<file path="src/rtl/alu_ctrl_pkg.sv">
// rtl/alu_ctrl_pkg.sv - shared opcode constants and FSM encoding for the ALU issue controller
// Purpose: opcode indices (bit position in the one-hot ALU control), number of
//          legal opcodes, controller state encoding and a latency helper.
// Ports:   none (package).
package alu_ctrl_pkg;

  localparam logic [3:0] OP_ADD = 4'd0;
  localparam logic [3:0] OP_SUB = 4'd1;
  localparam logic [3:0] OP_MUL = 4'd2;
  localparam logic [3:0] OP_DIV = 4'd3;
  localparam logic [3:0] OP_SHR = 4'd4;
  localparam logic [3:0] OP_SHL = 4'd5;
  localparam logic [3:0] OP_ROR = 4'd6;
  localparam logic [3:0] OP_ROL = 4'd7;
  localparam logic [3:0] OP_AND = 4'd8;
  localparam logic [3:0] OP_OR  = 4'd9;
  localparam logic [3:0] OP_NEG = 4'd10;
  localparam logic [3:0] OP_NOT = 4'd11;

  localparam int OP_COUNT = 12;

  typedef enum logic [1:0] {
    ST_IDLE = 2'd0,
    ST_EXEC = 2'd1,
    ST_HOLD = 2'd2
  } state_t;

  // Multiply and divide are the only multi-cycle operations.
  function automatic logic is_muldiv(input logic [3:0] op);
    return (op == OP_MUL) || (op == OP_DIV);
  endfunction

endpackage

</file>
<file path="src/rtl/alu_issue_ctrl_if.sv">
// rtl/alu_issue_ctrl_if.sv - operation/result handshake and ALU-facing bus of the issue controller
// Purpose: groups every non-clock signal of alu_issue_ctrl.
// Ports:   slave  - the controller (accepts ops, drives ALU controls and results)
//          master - the environment (issues ops, models the ALU, consumes results)
interface alu_issue_ctrl_if #(
  parameter int BITS      = 32,
  parameter int SIG_COUNT = 12
);

  logic                   op_valid;
  logic                   op_ready;
  logic [3:0]             opcode;
  logic [BITS-1:0]        a_in;
  logic [BITS-1:0]        b_in;
  logic [SIG_COUNT-1:0]   alu_ctrl;
  logic [BITS-1:0]        alu_x;
  logic [BITS-1:0]        alu_y;
  logic [2*BITS-1:0]      alu_result;
  logic                   res_valid;
  logic                   res_ready;
  logic [BITS-1:0]        z_hi;
  logic [BITS-1:0]        z_lo;
  logic                   res_err;

  modport slave (
    input  op_valid, opcode, a_in, b_in, alu_result, res_ready,
    output op_ready, alu_ctrl, alu_x, alu_y, res_valid, z_hi, z_lo, res_err
  );

  modport master (
    output op_valid, opcode, a_in, b_in, alu_result, res_ready,
    input  op_ready, alu_ctrl, alu_x, alu_y, res_valid, z_hi, z_lo, res_err
  );

endinterface

</file>
<file path="src/rtl/alu_issue_ctrl_decoder.sv">
// rtl/alu_issue_ctrl_decoder.sv - opcode to one-hot ALU control decoder
// Purpose: sets bit <opcode> of the output; all zero for opcodes outside the
//          legal range or beyond the control width.
// Ports:   opcode_i [3:0]            - ALU op index
//          onehot_o [SIG_COUNT-1:0]  - one-hot control, zero when illegal
module onehot_decoder
  import alu_ctrl_pkg::*;
#(
  parameter int SIG_COUNT = 12
) (
  input  logic [3:0]           opcode_i,
  output logic [SIG_COUNT-1:0] onehot_o
);

  always_comb begin
    onehot_o = '0;
    for (int i = 0; i < SIG_COUNT; i++) begin
      onehot_o[i] = (i < OP_COUNT) && (opcode_i == 4'(i));
    end
  end

endmodule

</file>
<file path="src/rtl/alu_issue_ctrl.sv">
// rtl/alu_issue_ctrl.sv - issue controller sequencing one ALU operation at a time
// Purpose: accepts an operation in IDLE, drives registered operands and a
//          one-hot control to the ALU for 1 or MULDIV_LAT cycles, captures the
//          result and holds it until the consumer takes it. Illegal opcodes and
//          divide by zero skip the ALU and return an error result.
// Ports:   clk - clock, rising edge
//          clr - synchronous active-high reset
//          bus - alu_issue_ctrl_if slave modport (op handshake, ALU drive, result)
module alu_issue_ctrl
  import alu_ctrl_pkg::*;
#(
  parameter int BITS       = 32,
  parameter int SIG_COUNT  = 12,
  parameter int MULDIV_LAT = 4
) (
  input  logic             clk,
  input  logic             clr,
  alu_issue_ctrl_if.slave  bus
);

  localparam logic [3:0] MULDIV_CNT = 4'(MULDIV_LAT - 1);

  state_t                 state_q;
  logic [3:0]             count_q;
  logic [SIG_COUNT-1:0]   alu_ctrl_q;
  logic [BITS-1:0]        alu_x_q;
  logic [BITS-1:0]        alu_y_q;
  logic [BITS-1:0]        z_hi_q;
  logic [BITS-1:0]        z_lo_q;
  logic                   res_err_q;
  logic                   res_valid_q;
  logic                   op_ready_q;

  logic [SIG_COUNT-1:0]   alu_ctrl_d;
  logic [3:0]             count_d;
  logic                   legal_d;

  onehot_decoder #(.SIG_COUNT(SIG_COUNT)) u_dec (
    .opcode_i (bus.opcode),
    .onehot_o (alu_ctrl_d)
  );

  // An empty decode means illegal opcode; a zero divisor is trapped here so
  // the ALU never sees it.
  assign legal_d = (|alu_ctrl_d) && !((bus.opcode == OP_DIV) && (bus.b_in == '0));
  assign count_d = is_muldiv(bus.opcode) ? MULDIV_CNT : 4'd0;

  always_ff @(posedge clk) begin
    if (clr) begin
      state_q     <= ST_IDLE;
      count_q     <= 4'd0;
      alu_ctrl_q  <= '0;
      alu_x_q     <= '0;
      alu_y_q     <= '0;
      z_hi_q      <= '0;
      z_lo_q      <= '0;
      res_err_q   <= 1'b0;
      res_valid_q <= 1'b0;
      op_ready_q  <= 1'b1;
    end else begin
      case (state_q)
        ST_IDLE: begin
          if (bus.op_valid && op_ready_q) begin
            op_ready_q <= 1'b0;
            if (legal_d) begin
              alu_x_q    <= bus.a_in;
              alu_y_q    <= bus.b_in;
              alu_ctrl_q <= alu_ctrl_d;
              count_q    <= count_d;
              state_q    <= ST_EXEC;
            end else begin
              z_hi_q      <= '0;
              z_lo_q      <= '0;
              res_err_q   <= 1'b1;
              res_valid_q <= 1'b1;
              state_q     <= ST_HOLD;
            end
          end
        end
        ST_EXEC: begin
          if (count_q == 4'd0) begin
            z_hi_q      <= bus.alu_result[2*BITS-1:BITS];
            z_lo_q      <= bus.alu_result[BITS-1:0];
            res_err_q   <= 1'b0;
            alu_ctrl_q  <= '0;
            res_valid_q <= 1'b1;
            state_q     <= ST_HOLD;
          end else begin
            count_q <= count_q - 4'd1;
          end
        end
        ST_HOLD: begin
          if (bus.res_ready) begin
            res_valid_q <= 1'b0;
            op_ready_q  <= 1'b1;
            state_q     <= ST_IDLE;
          end
        end
        default: begin
          alu_ctrl_q  <= '0;
          res_valid_q <= 1'b0;
          op_ready_q  <= 1'b1;
          state_q     <= ST_IDLE;
        end
      endcase
    end
  end

  assign bus.op_ready  = op_ready_q;
  assign bus.alu_ctrl  = alu_ctrl_q;
  assign bus.alu_x     = alu_x_q;
  assign bus.alu_y     = alu_y_q;
  assign bus.res_valid = res_valid_q;
  assign bus.z_hi      = z_hi_q;
  assign bus.z_lo      = z_lo_q;
  assign bus.res_err   = res_err_q;

endmodule

</file>
<file path="src/flat_wrapper.sv">
// flat-port wrapper written by rule: the top's interface ports become plain ports
module alu_issue_ctrl_flat import alu_ctrl_pkg::*;
#(
  parameter int BITS       = 32,
  parameter int SIG_COUNT  = 12,
  parameter int MULDIV_LAT = 4
)
  (clk, clr, bus_op_valid, bus_opcode, bus_a_in, bus_b_in, bus_alu_result, bus_res_ready, bus_op_ready, bus_alu_ctrl, bus_alu_x, bus_alu_y, bus_res_valid, bus_z_hi, bus_z_lo, bus_res_err);
  alu_issue_ctrl_if #(.BITS(BITS), .SIG_COUNT(SIG_COUNT)) bus_i ();
  input  logic clk;
  input  logic clr;
  input wire logic [$bits(bus_i.op_valid)-1:0] bus_op_valid;
  input wire logic [$bits(bus_i.opcode)-1:0] bus_opcode;
  input wire logic [$bits(bus_i.a_in)-1:0] bus_a_in;
  input wire logic [$bits(bus_i.b_in)-1:0] bus_b_in;
  input wire logic [$bits(bus_i.alu_result)-1:0] bus_alu_result;
  input wire logic [$bits(bus_i.res_ready)-1:0] bus_res_ready;
  output wire logic [$bits(bus_i.op_ready)-1:0] bus_op_ready;
  output wire logic [$bits(bus_i.alu_ctrl)-1:0] bus_alu_ctrl;
  output wire logic [$bits(bus_i.alu_x)-1:0] bus_alu_x;
  output wire logic [$bits(bus_i.alu_y)-1:0] bus_alu_y;
  output wire logic [$bits(bus_i.res_valid)-1:0] bus_res_valid;
  output wire logic [$bits(bus_i.z_hi)-1:0] bus_z_hi;
  output wire logic [$bits(bus_i.z_lo)-1:0] bus_z_lo;
  output wire logic [$bits(bus_i.res_err)-1:0] bus_res_err;
  assign bus_i.op_valid = bus_op_valid;
  assign bus_i.opcode = bus_opcode;
  assign bus_i.a_in = bus_a_in;
  assign bus_i.b_in = bus_b_in;
  assign bus_i.alu_result = bus_alu_result;
  assign bus_i.res_ready = bus_res_ready;
  assign bus_op_ready = bus_i.op_ready;
  assign bus_alu_ctrl = bus_i.alu_ctrl;
  assign bus_alu_x = bus_i.alu_x;
  assign bus_alu_y = bus_i.alu_y;
  assign bus_res_valid = bus_i.res_valid;
  assign bus_z_hi = bus_i.z_hi;
  assign bus_z_lo = bus_i.z_lo;
  assign bus_res_err = bus_i.res_err;
  alu_issue_ctrl #(.BITS(BITS), .SIG_COUNT(SIG_COUNT), .MULDIV_LAT(MULDIV_LAT)) u_core (.clk(clk), .clr(clr), .bus(bus_i));
endmodule
</file>
<file path="config.mk">
export PLATFORM = sky130hd
export DESIGN_NAME = alu_issue_ctrl_flat
export DESIGN_NICKNAME = d
export VERILOG_FILES = /design/src/rtl/alu_ctrl_pkg.sv /design/src/rtl/alu_issue_ctrl_if.sv /design/src/rtl/alu_issue_ctrl_decoder.sv /design/src/rtl/alu_issue_ctrl.sv /design/src/flat_wrapper.sv
export SDC_FILE = /design/constraint.sdc
export NUM_CORES = 1
export LEC_CHECK = 0
export ABC_AREA = 1
export BUFFER_PORTS_ARGS = -buffer_cell sky130_fd_sc_hd__buf_2
export CELL_PAD_IN_SITES_DETAIL_PLACEMENT = 1
export CELL_PAD_IN_SITES_GLOBAL_PLACEMENT = 1
export CORE_MARGIN = 5
export CORE_UTILIZATION = 25
export CTS_BUF_LIST = sky130_fd_sc_hd__clkbuf_4 sky130_fd_sc_hd__clkbuf_8
export DETAILED_ROUTE_END_ITERATION = 16
export PLACE_DENSITY = 0.72
export SYNTH_ARGS = -nofsm -noshare
export SYNTH_HDL_FRONTEND = slang
export SYNTH_SLANG_ARGS = --single-unit
</file>
<file path="constraint.sdc">
create_clock -name clk -period 2.85 [get_ports clk]
set_input_delay 0 -clock clk [delete_from_list [all_inputs] [get_ports clk]]
set_output_delay 0 -clock clk [all_outputs]
set_load 0.1 [all_outputs]
</file>
; Word level (Yosys, flattened, before mapping)
; Cells that the tools add are included.
[classes]
n_addsub = 1
n_eq_ne = 19
muxes = 30
bitwise_logic = 2
n_reduce_logical = 18
[ops]
columns = cell, n
row1 = 32-bit 2-to-1 mux, 4
row2 = 32-bit one-hot mux with 2 select lines, 2
row3 = 12-bit 2-to-1 mux, 3
row4 = 12-bit one-hot mux with 3 select lines, 1
row5 = 32-bit logical NOT, 1
row6 = 4-bit by 3-bit == test with 1-bit output (second input constant), 4
row7 = 4-bit == test (second input constant), 4
row8 = 4-bit AND reduction, 4
row9 = 4-bit 2-to-1 mux, 3
row10 = 12-bit OR reduction, 1
row11 = 2-bit 2-to-1 mux, 5
row12 = 3-bit AND reduction, 3
row13 = 4-bit by 2-bit == test with 1-bit output (second input constant), 2
row14 = 4-bit logical NOT, 2
row15 = 4-bit one-hot mux with 2 select lines, 1
row16 = 1-bit 2-to-1 mux, 7
row17 = 2-bit by 1-bit != test with 1-bit output (second input constant), 3
row18 = 2-bit != test (second input constant), 3
row19 = 1-bit one-hot mux with 3 select lines, 2
row20 = 2-bit one-hot mux with 3 select lines, 1
row21 = 4-bit by 1-bit == test with 1-bit output (second input constant), 1
row22 = 4-bit by 1-bit subtractor with 4-bit output (second input constant), 1
row23 = 1-bit logical AND, 3
row24 = 2-bit by 1-bit == test with 1-bit output (second input constant), 1
row25 = other kinds (7), 8
[totals]
reg_bits = 149
out_inout_bits = 143
wordCells = 80

; Depth between registers and ports, before layout
; Gate-level depths: netlist of run 1.
[depth]
depth_word = 7
mapped_depth = 12
mapped_depth_nobuf = 11

; Modules after synthesis
; Synthesis of run 1 repeated with hierarchy kept, for this count alone.
[unflattened]
hier_cells = 874
hier_area_um2 = 6065.8
[modules_own_cells]
columns = module, instances, cells_per_inst, area_each_um2
row1 = alu_issue_ctrl, 1, 851, 5972.0
row2 = onehot_decoder, 1, 23, 93.8

; Worst setup path before layout of run 1
; Ideal clock, no wire load.
[synth_path]
kind = register to register
from = reg u_core.op_ready_q (netlist: u_core.bus.op_ready)
to = reg u_core.alu_ctrl_q[0] (netlist: u_core.bus.alu_ctrl[0])
setup_ns = 0.115
arrival_time_ns = 1.882
required_ns = 2.735
slack_ns = 0.853
path_stages_with_launch = 10
path_buffers = 2
period_less_slack_ns = 1.997
cell_sequence = dfxtp_1 > nand2_1 > nand2_1 > nand3_2 > inv_2 > nand3_2 > buf_4 > buf_4 > a21oi_1 > nor2_1
[synth_via]
elab_chain_len = 3
[synth_rtl]
columns = item, line
row1 = start: declaration, alu_issue_ctrl.sv:32  ; logic op_ready_q;
row2 = start signal: assignment, alu_issue_ctrl.sv:59  ; op_ready_q <= 1'b1;
row3 = start signal: assignment, alu_issue_ctrl.sv:64  ; op_ready_q <= 1'b0;
row4 = start signal: assignment, alu_issue_ctrl.sv:95  ; op_ready_q <= 1'b1;
row5 = 1-bit logical AND, alu_issue_ctrl.sv:63  ; if (bus.op_valid && op_ready_q) begin
row6 = 2-bit by 1-bit != test with 1-bit output (no line), --
row7 = 4-bit AND reduction (no line), --
row8 = end signal: assignment, alu_issue_ctrl.sv:68  ; alu_ctrl_q <= alu_ctrl_d;
row9 = end: declaration, alu_issue_ctrl.sv:25  ; logic [SIG_COUNT-1:0] alu_ctrl_q;
; Every way passes these cells.
; A chain may end at the register's enable or synchronous reset.

==> results of run 1 <==
[sequential cells by signal, indices dropped and copies added (netlist names)]
| signal | count |
|---|---|
| u_core.bus.alu_x | 32 |
| u_core.bus.alu_y | 32 |
| u_core.bus.z_hi | 32 |
| u_core.bus.z_lo | 32 |
| u_core.bus.alu_ctrl | 12 |
| u_core.count_q | 4 |
| u_core.state_q | 2 |
| u_core.bus.op_ready | 1 |
| u_core.bus.res_err | 1 |
| u_core.bus.res_valid | 1 |
[critical path: stages (launching register included)]
cell and delay (ns):
dfxtp_1 0.37, inv_1 0.10, ha_1 0.20, nand3_1 0.17, nand2_2 0.18, nand3_2 0.13, inv_2 0.14, nand3_2 0.14
buf_4 0.39, nand2_1 0.13, a21oi_1 0.20
[cells in the final DEF (no fill, tap or decap), types with 7 or more instances in the layout]
cell type / netlist / routed
a21oi_1: 141 / 141
buf_2: 16 / 277
buf_4: 11 / 7
clkbuf_8: 0 / 19
dfxtp_1: 149 / 149
dlygate4sd3_1: 0 / 133
inv_1: 13 / 13
nand2_1: 243 / 241
nand3_1: 8 / 8
nand4_1: 65 / 65
nor2_1: 55 / 54
[worst max-delay path by stage]
stage / end / start
after floorplan: u_core.bus.alu_ctrl[0] / u_core.bus.op_ready
after global placement: u_core.bus.alu_ctrl[10] / u_core.count_q[0]
after detailed placement: u_core.bus.alu_ctrl[7] / u_core.count_q[0]
after CTS: u_core.bus.alu_ctrl[7] / u_core.count_q[0]
after global routing: u_core.bus.alu_ctrl[11] / u_core.count_q[0]
final: u_core.bus.alu_x[9] / u_core.count_q[0]
[stage by stage]
step                worst slack [ns]  util (%)
finish                         0.583      40.4
detailed placement             0.606      32.6
floorplan                      0.853         -
CTS                            0.598      40.4
global placement               0.700      32.6
global route                   0.359      40.4
[per-layer routing]
| metal | track usage [%] | share of wire (%) |
|---|---|---|
| met4 | 5.83 | 2.5 |
| met5 | 0 | 0.055 |
| met3 | 6.81 | 8.2 |
| met1 | 19.4 | 40 |
| met2 | 30.8 | 49 |
[report_power, final]
part           switching, mW  internal, mW
Combinational           6.15          1.42
Sequential             0.317          2.66
Clock                  0.871          1.01
[area by class of cell]
type / count / share of cell area (%)
flip-flops and latches: 149 / 32.4
repair buffers: 421 / 31.0
multi-input cells: 536 / 26.7
well taps: 313 / 4.25
clock buffers: 19 / 2.84
clock inverters: 13 / 2.11
inverters: 18 / 0.734
[logic make-up after synthesis]
group / after synthesis / synth area share (%)
adder cells (fa/ha/maj): 2 / 0.430
flip-flops: 149 / 51.2
XOR/XNOR: 1 / 0.151
AND/OR/NAND/NOR: 386 / 28.7
AO/OA/AOI/OAI: 147 / 12.7
buffers and inverters: 80 / 6.73
==> flow_metrics.py, run 1 <==
metrics = {
    "clock_network": {
        "ctsHoldBuffers": 133,
        "clock-sinks": 149,
        "insertion_delay_ns": 0.45,
        "cts.path.max_buffers": 2,
        "h-tree-depth": 4,
        "cts_setup_buffers": 0,
        "cts_buffers": 17,
        "cts_tree": "done",
        "cts-root-buf": "clkbuf_8",
        "clk_pin_slew_ns": 0.09,
        "ctsResizeCount": 0,
    },
    "synth": {
        "syn_avg_cell_area_um2": 7.61,
        "syn_inst": 765,
        "syn-num-nets": 903,
        "ys_ff_latch": 149,
        "ys.flop_type": "dfxtp_1",
        "synth_top_area_share_pct": 51.2,
        "synth_top_cells_by_count": "nand2_1 (243), dfxtp_1 (149), a21oi_1 (141), nand4_1 (65), nor2_1 (55)",
        "synth_edf_count": 0,
        "ys_types": 26,
        "synthArstFlopShare_pct": 0,
        "yosysSeqAreaShare_pct": 51.2,
        "synth_area_mm2": 0.00582,
        "yosysWarnings": 0,
        "yosysTopAreaCell": "dfxtp_1",
        "synthTopCellsByArea": "dfxtp_1 (51%), nand2_1 (16%), a21oi_1 (12%)",
        "synth.most_common_cell": "nand2_1",
    },
    "min_path": {
        "min-delay-start": "bus_op_valid",
        "min_to": "u_core.bus.op_ready",
        "hold_path.class": "input port to flip-flop",
        "whs_path_depth": 6,
    },
    "placed_design": {
        "place_inst": 1304,
        "io_buffers": 278,
        "gp_congestion": 0.736,
        "place_area_mm2": 0.00742,
        "dpl.hpwl_mm": 14.2,
    },
    "drt": {
        "drt_iter0_markers": 335,
        "wirelength_mm": 23.8,
        "num_vias": 6786,
        "vias_per_cell": 4.62,
        "wl_per_cell_um": 16.2,
        "drc_errors": 0,
        "ant_nets": 0,
        "dr.pass1.iters": 4,
    },
    "finish": {
        "fin_area_mm2": 0.00921,
        "seq_area_mm2": 0.00298,
        "final_cell_count_no_fill": 1469,
        "final_nets": 1281,
        "num_antenna_cells": 0,
        "area_growth_pct": 58.2,
        "drive_above_1_share_pct": 28.7,
        "fillers": 2806,
        "multiInputGateArea_mm2": 0.00246,
    },
    "job": {
        "maxCapViolCount": 0,
    },
    "grt": {
        "grt.overflow.total": 0,
        "grt_pass1_vias": 7246,
        "grt_pass1_wl_mm": 37.7,
        "grt_usage_pct": 17.5,
        "grt_max_degree": 133,
        "antenna_found_initial": 1,
    },
    "timing": {
        "fin_tns_setup_ns": 0,
        "slew_headroom_pct": 53.2,
        "fin_crit_sh_pct": 79.5,
        "finalWorstPathRequiredPeriod_ns": 2.27,
        "final_max_slew_viol_count": 0,
        "whs_ns": 0.0515,
        "finClkSkew_ns": 0.0124,
        "setup_viol": 0,
        "hold_viol": 0,
        "fmax_mhz": 441,
        "rsz0062_at_grt": "false",
        "worst_pin_slew_ns": 0.702,
    },
    "setup_path": {
        "crit_path_start_kind": "flip-flop",
        "reg2reg_from": "u_core.count_q[0]",
        "critPathMaxFanout": 38,
        "cp.arrival_ns": 2.63,
        "reg2reg_to": "u_core.bus.alu_x[9]",
        "cp-end-kind": "flip-flop",
        "reg2reg_depth": 10,
        "path_class": "flip-flop to flip-flop",
        "rrSetupSlack_ns": 0.58,
        "required_ns": 3.21,
    },
    "power_and_ir_drop": {
        "power_mw": 12.4,
        "cellPowerDensity_mw_per_mm2": 1350,
        "p_leak_nw": 4.10,
        "ir_drop_uv": 520,
    },
    "floorplanning": {
        "fp.dieH_um": 163,
        "chipWidth_um": 163,
        "dieArea_mm2": 0.0264,
        "initial_core_util_pct": 25.6,
        "num_rows": 55,
        "num_io_pins": 279,
        "design.core.area_mm2": 0.0228,
    },
    "outcome": {
        "status": "finished clean",
    },
}
Note: power is estimated with default switching activity, not from simulation.
==> run 2, diff against run 1 <==
--- a/config.mk
+++ b/config.mk
@@ -13,7 +13,7 @@
 export CORE_UTILIZATION = 25
 export CTS_BUF_LIST = sky130_fd_sc_hd__clkbuf_4 sky130_fd_sc_hd__clkbuf_8
 export DETAILED_ROUTE_END_ITERATION = 16
-export PLACE_DENSITY = 0.72
+export PLACE_DENSITY = 0.75
 export SYNTH_ARGS = -nofsm -noshare
 export SYNTH_HDL_FRONTEND = slang
 export SYNTH_SLANG_ARGS = --single-unit
==> constraint.sdc (replaced) <==
create_clock -name clk -period 1.9 [get_ports clk]
set_input_delay 0 -clock clk [delete_from_list [all_inputs] [get_ports clk]]
set_output_delay 0 -clock clk [all_outputs]
set_load 0.1 [all_outputs]
==> run 2 against run 1 <==
Largest cell class unchanged. Non-clock buffer count is 7 higher. First-iteration DRC count is 32% higher. Die area unchanged. Clock-buffer cell count did not move. Critical path depth down 2. Sequential share of layout area down 0.22 points. Global-route usage down 0.23 points. Final area rose by 0.76%. Register-to-register slack lost 0.43 ns. Routed wire length about the same.
==> flow_metrics.py, run 2 (same netlist as run 1, synthesis figures left out) <==
metrics = {
    "power_and_ir_drop": {
        "p_leak_nw": 4.13,
        "ir_drop_uv": 991,
        "cellPowerDensity_mw_per_mm2": 2020,
        "power_mw": 18.7,
    },
    "grt": {
        "grt_pass1_vias": 7322,
        "grt_max_degree": 99,
        "grt_usage_pct": 17.3,
        "antenna_found_initial": 1,
        "grt_pass1_wl_mm": 37.2,
        "grt.overflow.total": 0,
    },
    "timing": {
        "slew_headroom_pct": 57.2,
        "fmax_mhz": 573,
        "hold_viol": 0,
        "fin_crit_sh_pct": 91.9,
        "final_max_slew_viol_count": 0,
        "fin_tns_setup_ns": 0,
        "setup_viol": 0,
        "finalWorstPathRequiredPeriod_ns": 1.75,
        "finClkSkew_ns": 0.0133,
        "whs_ns": 0.0522,
        "worst_pin_slew_ns": 0.636,
        "fin_ws_ns": 0.154,
    },
    "floorplanning": {
        "num_rows": 55,
        "chipWidth_um": 163,
        "initial_core_util_pct": 25.6,
        "dieArea_mm2": 0.0264,
        "fp.dieH_um": 163,
        "num_io_pins": 279,
        "design.core.area_mm2": 0.0228,
    },
    "drt": {
        "vias_per_cell": 4.61,
        "drt_iter0_markers": 442,
        "wl_per_cell_um": 16.1,
        "wirelength_mm": 23.8,
        "dr.pass1.iters": 4,
        "num_vias": 6799,
        "ant_nets": 0,
        "drc_errors": 0,
    },
    "clock_network": {
        "cts.path.max_buffers": 2,
        "insertion_delay_ns": 0.44,
        "cts_tree": "done",
        "cts_setup_buffers": 0,
        "h-tree-depth": 4,
        "cts-root-buf": "clkbuf_8",
        "clock-sinks": 149,
        "clk_pin_slew_ns": 0.09,
        "cts_buffers": 17,
    },
    "finish": {
        "layout_commonest_cell": "buf_2",
        "final_cell_mix": "buf_2 (277), nand2_1 (240), dfxtp_1 (147)",
        "final_cell_count_no_fill": 1476,
        "final_nets": 1288,
        "fin_area_mm2": 0.00928,
        "fin_util_pct": 40.7,
        "fillers": 2765,
        "area_growth_pct": 59.4,
        "drive_above_1_share_pct": 29.9,
    },
    "setup_path": {
        "cp-end-kind": "flip-flop",
        "critPathMaxFanout": 44,
        "critPathMostFrequentCell": "nand2_1",
        "critical_path.top_delay_family": "simple AND/OR/NAND/NOR gates",
        "crit_path_start_kind": "flip-flop",
        "required_ns": 2.26,
        "worstSetupPathDepth": 8,
        "rrSetupSlack_ns": 0.15,
        "path_class": "flip-flop to flip-flop",
        "path_cells": "nor2_2, o21ai_0, inv_2, nand2_1, nand2_2, buf_12, nand2_1, a21oi_1",
        "cp.arrival_ns": 2.11,
        "worst-path-buf-inv": 2,
        "slowest_delay_ns": 0.38,
        "reg2reg_to": "u_core.bus.z_lo[7]",
        "reg2reg_from": "u_core.state_q[0]",
        "reg2reg_depth": 8,
        "crit_path_top_delay_cell": "dfxtp_1",
    },
    "placed_design": {
        "gp_congestion": 0.773,
        "place_area_mm2": 0.00751,
        "detailedPlace.worstSlack_ns": 0.0951,
        "io_buffers": 278,
        "dpl.hpwl_mm": 14.5,
        "place_inst": 1312,
    },
    "min_path": {
        "min_to": "u_core.bus.alu_ctrl[5]",
        "hold_path.class": "input port to flip-flop",
        "whs_path_depth": 6,
        "min-delay-start": "bus_opcode[3]",
    },
    "job": {
        "maxCapViolCount": 0,
    },
    "outcome": {
        "status": "finished clean",
    },
}
run 2: cell types whose count changed in the layout (fill, tap and decap cells not counted), sizes merged:
cell and change:
diode +1, bufinv -1, dlygate4sd3 -1, buf +8, clkinvlp +1, inv -1
run 2: timing repair:
item	in CTS	in global routing
hold buffers	132	0
gates resized for setup	0	9
endpoints found under the hold margin	140	0
endpoints found under the setup margin	0	102
run 2: report_power, final:
part           internal [mW]  switching (mW)
clock network           1.36            1.27
registers               4.00           0.478
logic                   2.33            9.27
total                   7.69            11.0
run 2: per-layer routing:
metal | GRT usage (%) | part of all wire (%)
met1 | 19.2 | 41
met4 | 6.18 | 2.8
met3 | 5.82 | 7.1
met2 | 30.7 | 49
met5 | 0 | 0
run 2: how the worst max path moves through the flow:
stage	start	to	slack [ns]
finish	u_core.state_q[0]	u_core.bus.z_lo[7]	0.15
global route	u_core.state_q[1]	u_core.count_q[1]	-0.002
CTS	u_core.count_q[0]	u_core.bus.alu_ctrl[3]	0.06
detailed placement	u_core.count_q[0]	u_core.bus.alu_ctrl[3]	0.1
global placement	u_core.count_q[0]	u_core.bus.alu_ctrl[3]	0.19
floorplan	u_core.bus.op_ready	u_core.bus.alu_ctrl[0]	0.22
run 2: final cells by class:
cell class / instances / area [µm²] / area share (%)
sequential: 149 / 2990 / 32.2
timing repair buffer: 428 / 2930 / 31.6
multi-input combinational: 536 / 2480 / 26.8
antenna: 1 / 2.50 / 0.0270
tap: 313 / 392 / 4.22
clock buffer: 19 / 262 / 2.82
clock inverter: 12 / 151 / 1.63
inverter: 18 / 67.6 / 0.728
run 2: tightest hold or removal path, delay by kind of cell:
family	cells	cell delay (ns)
simple gates	4	0.24
compound gates	1	0.10
buf+inv	1	0.09
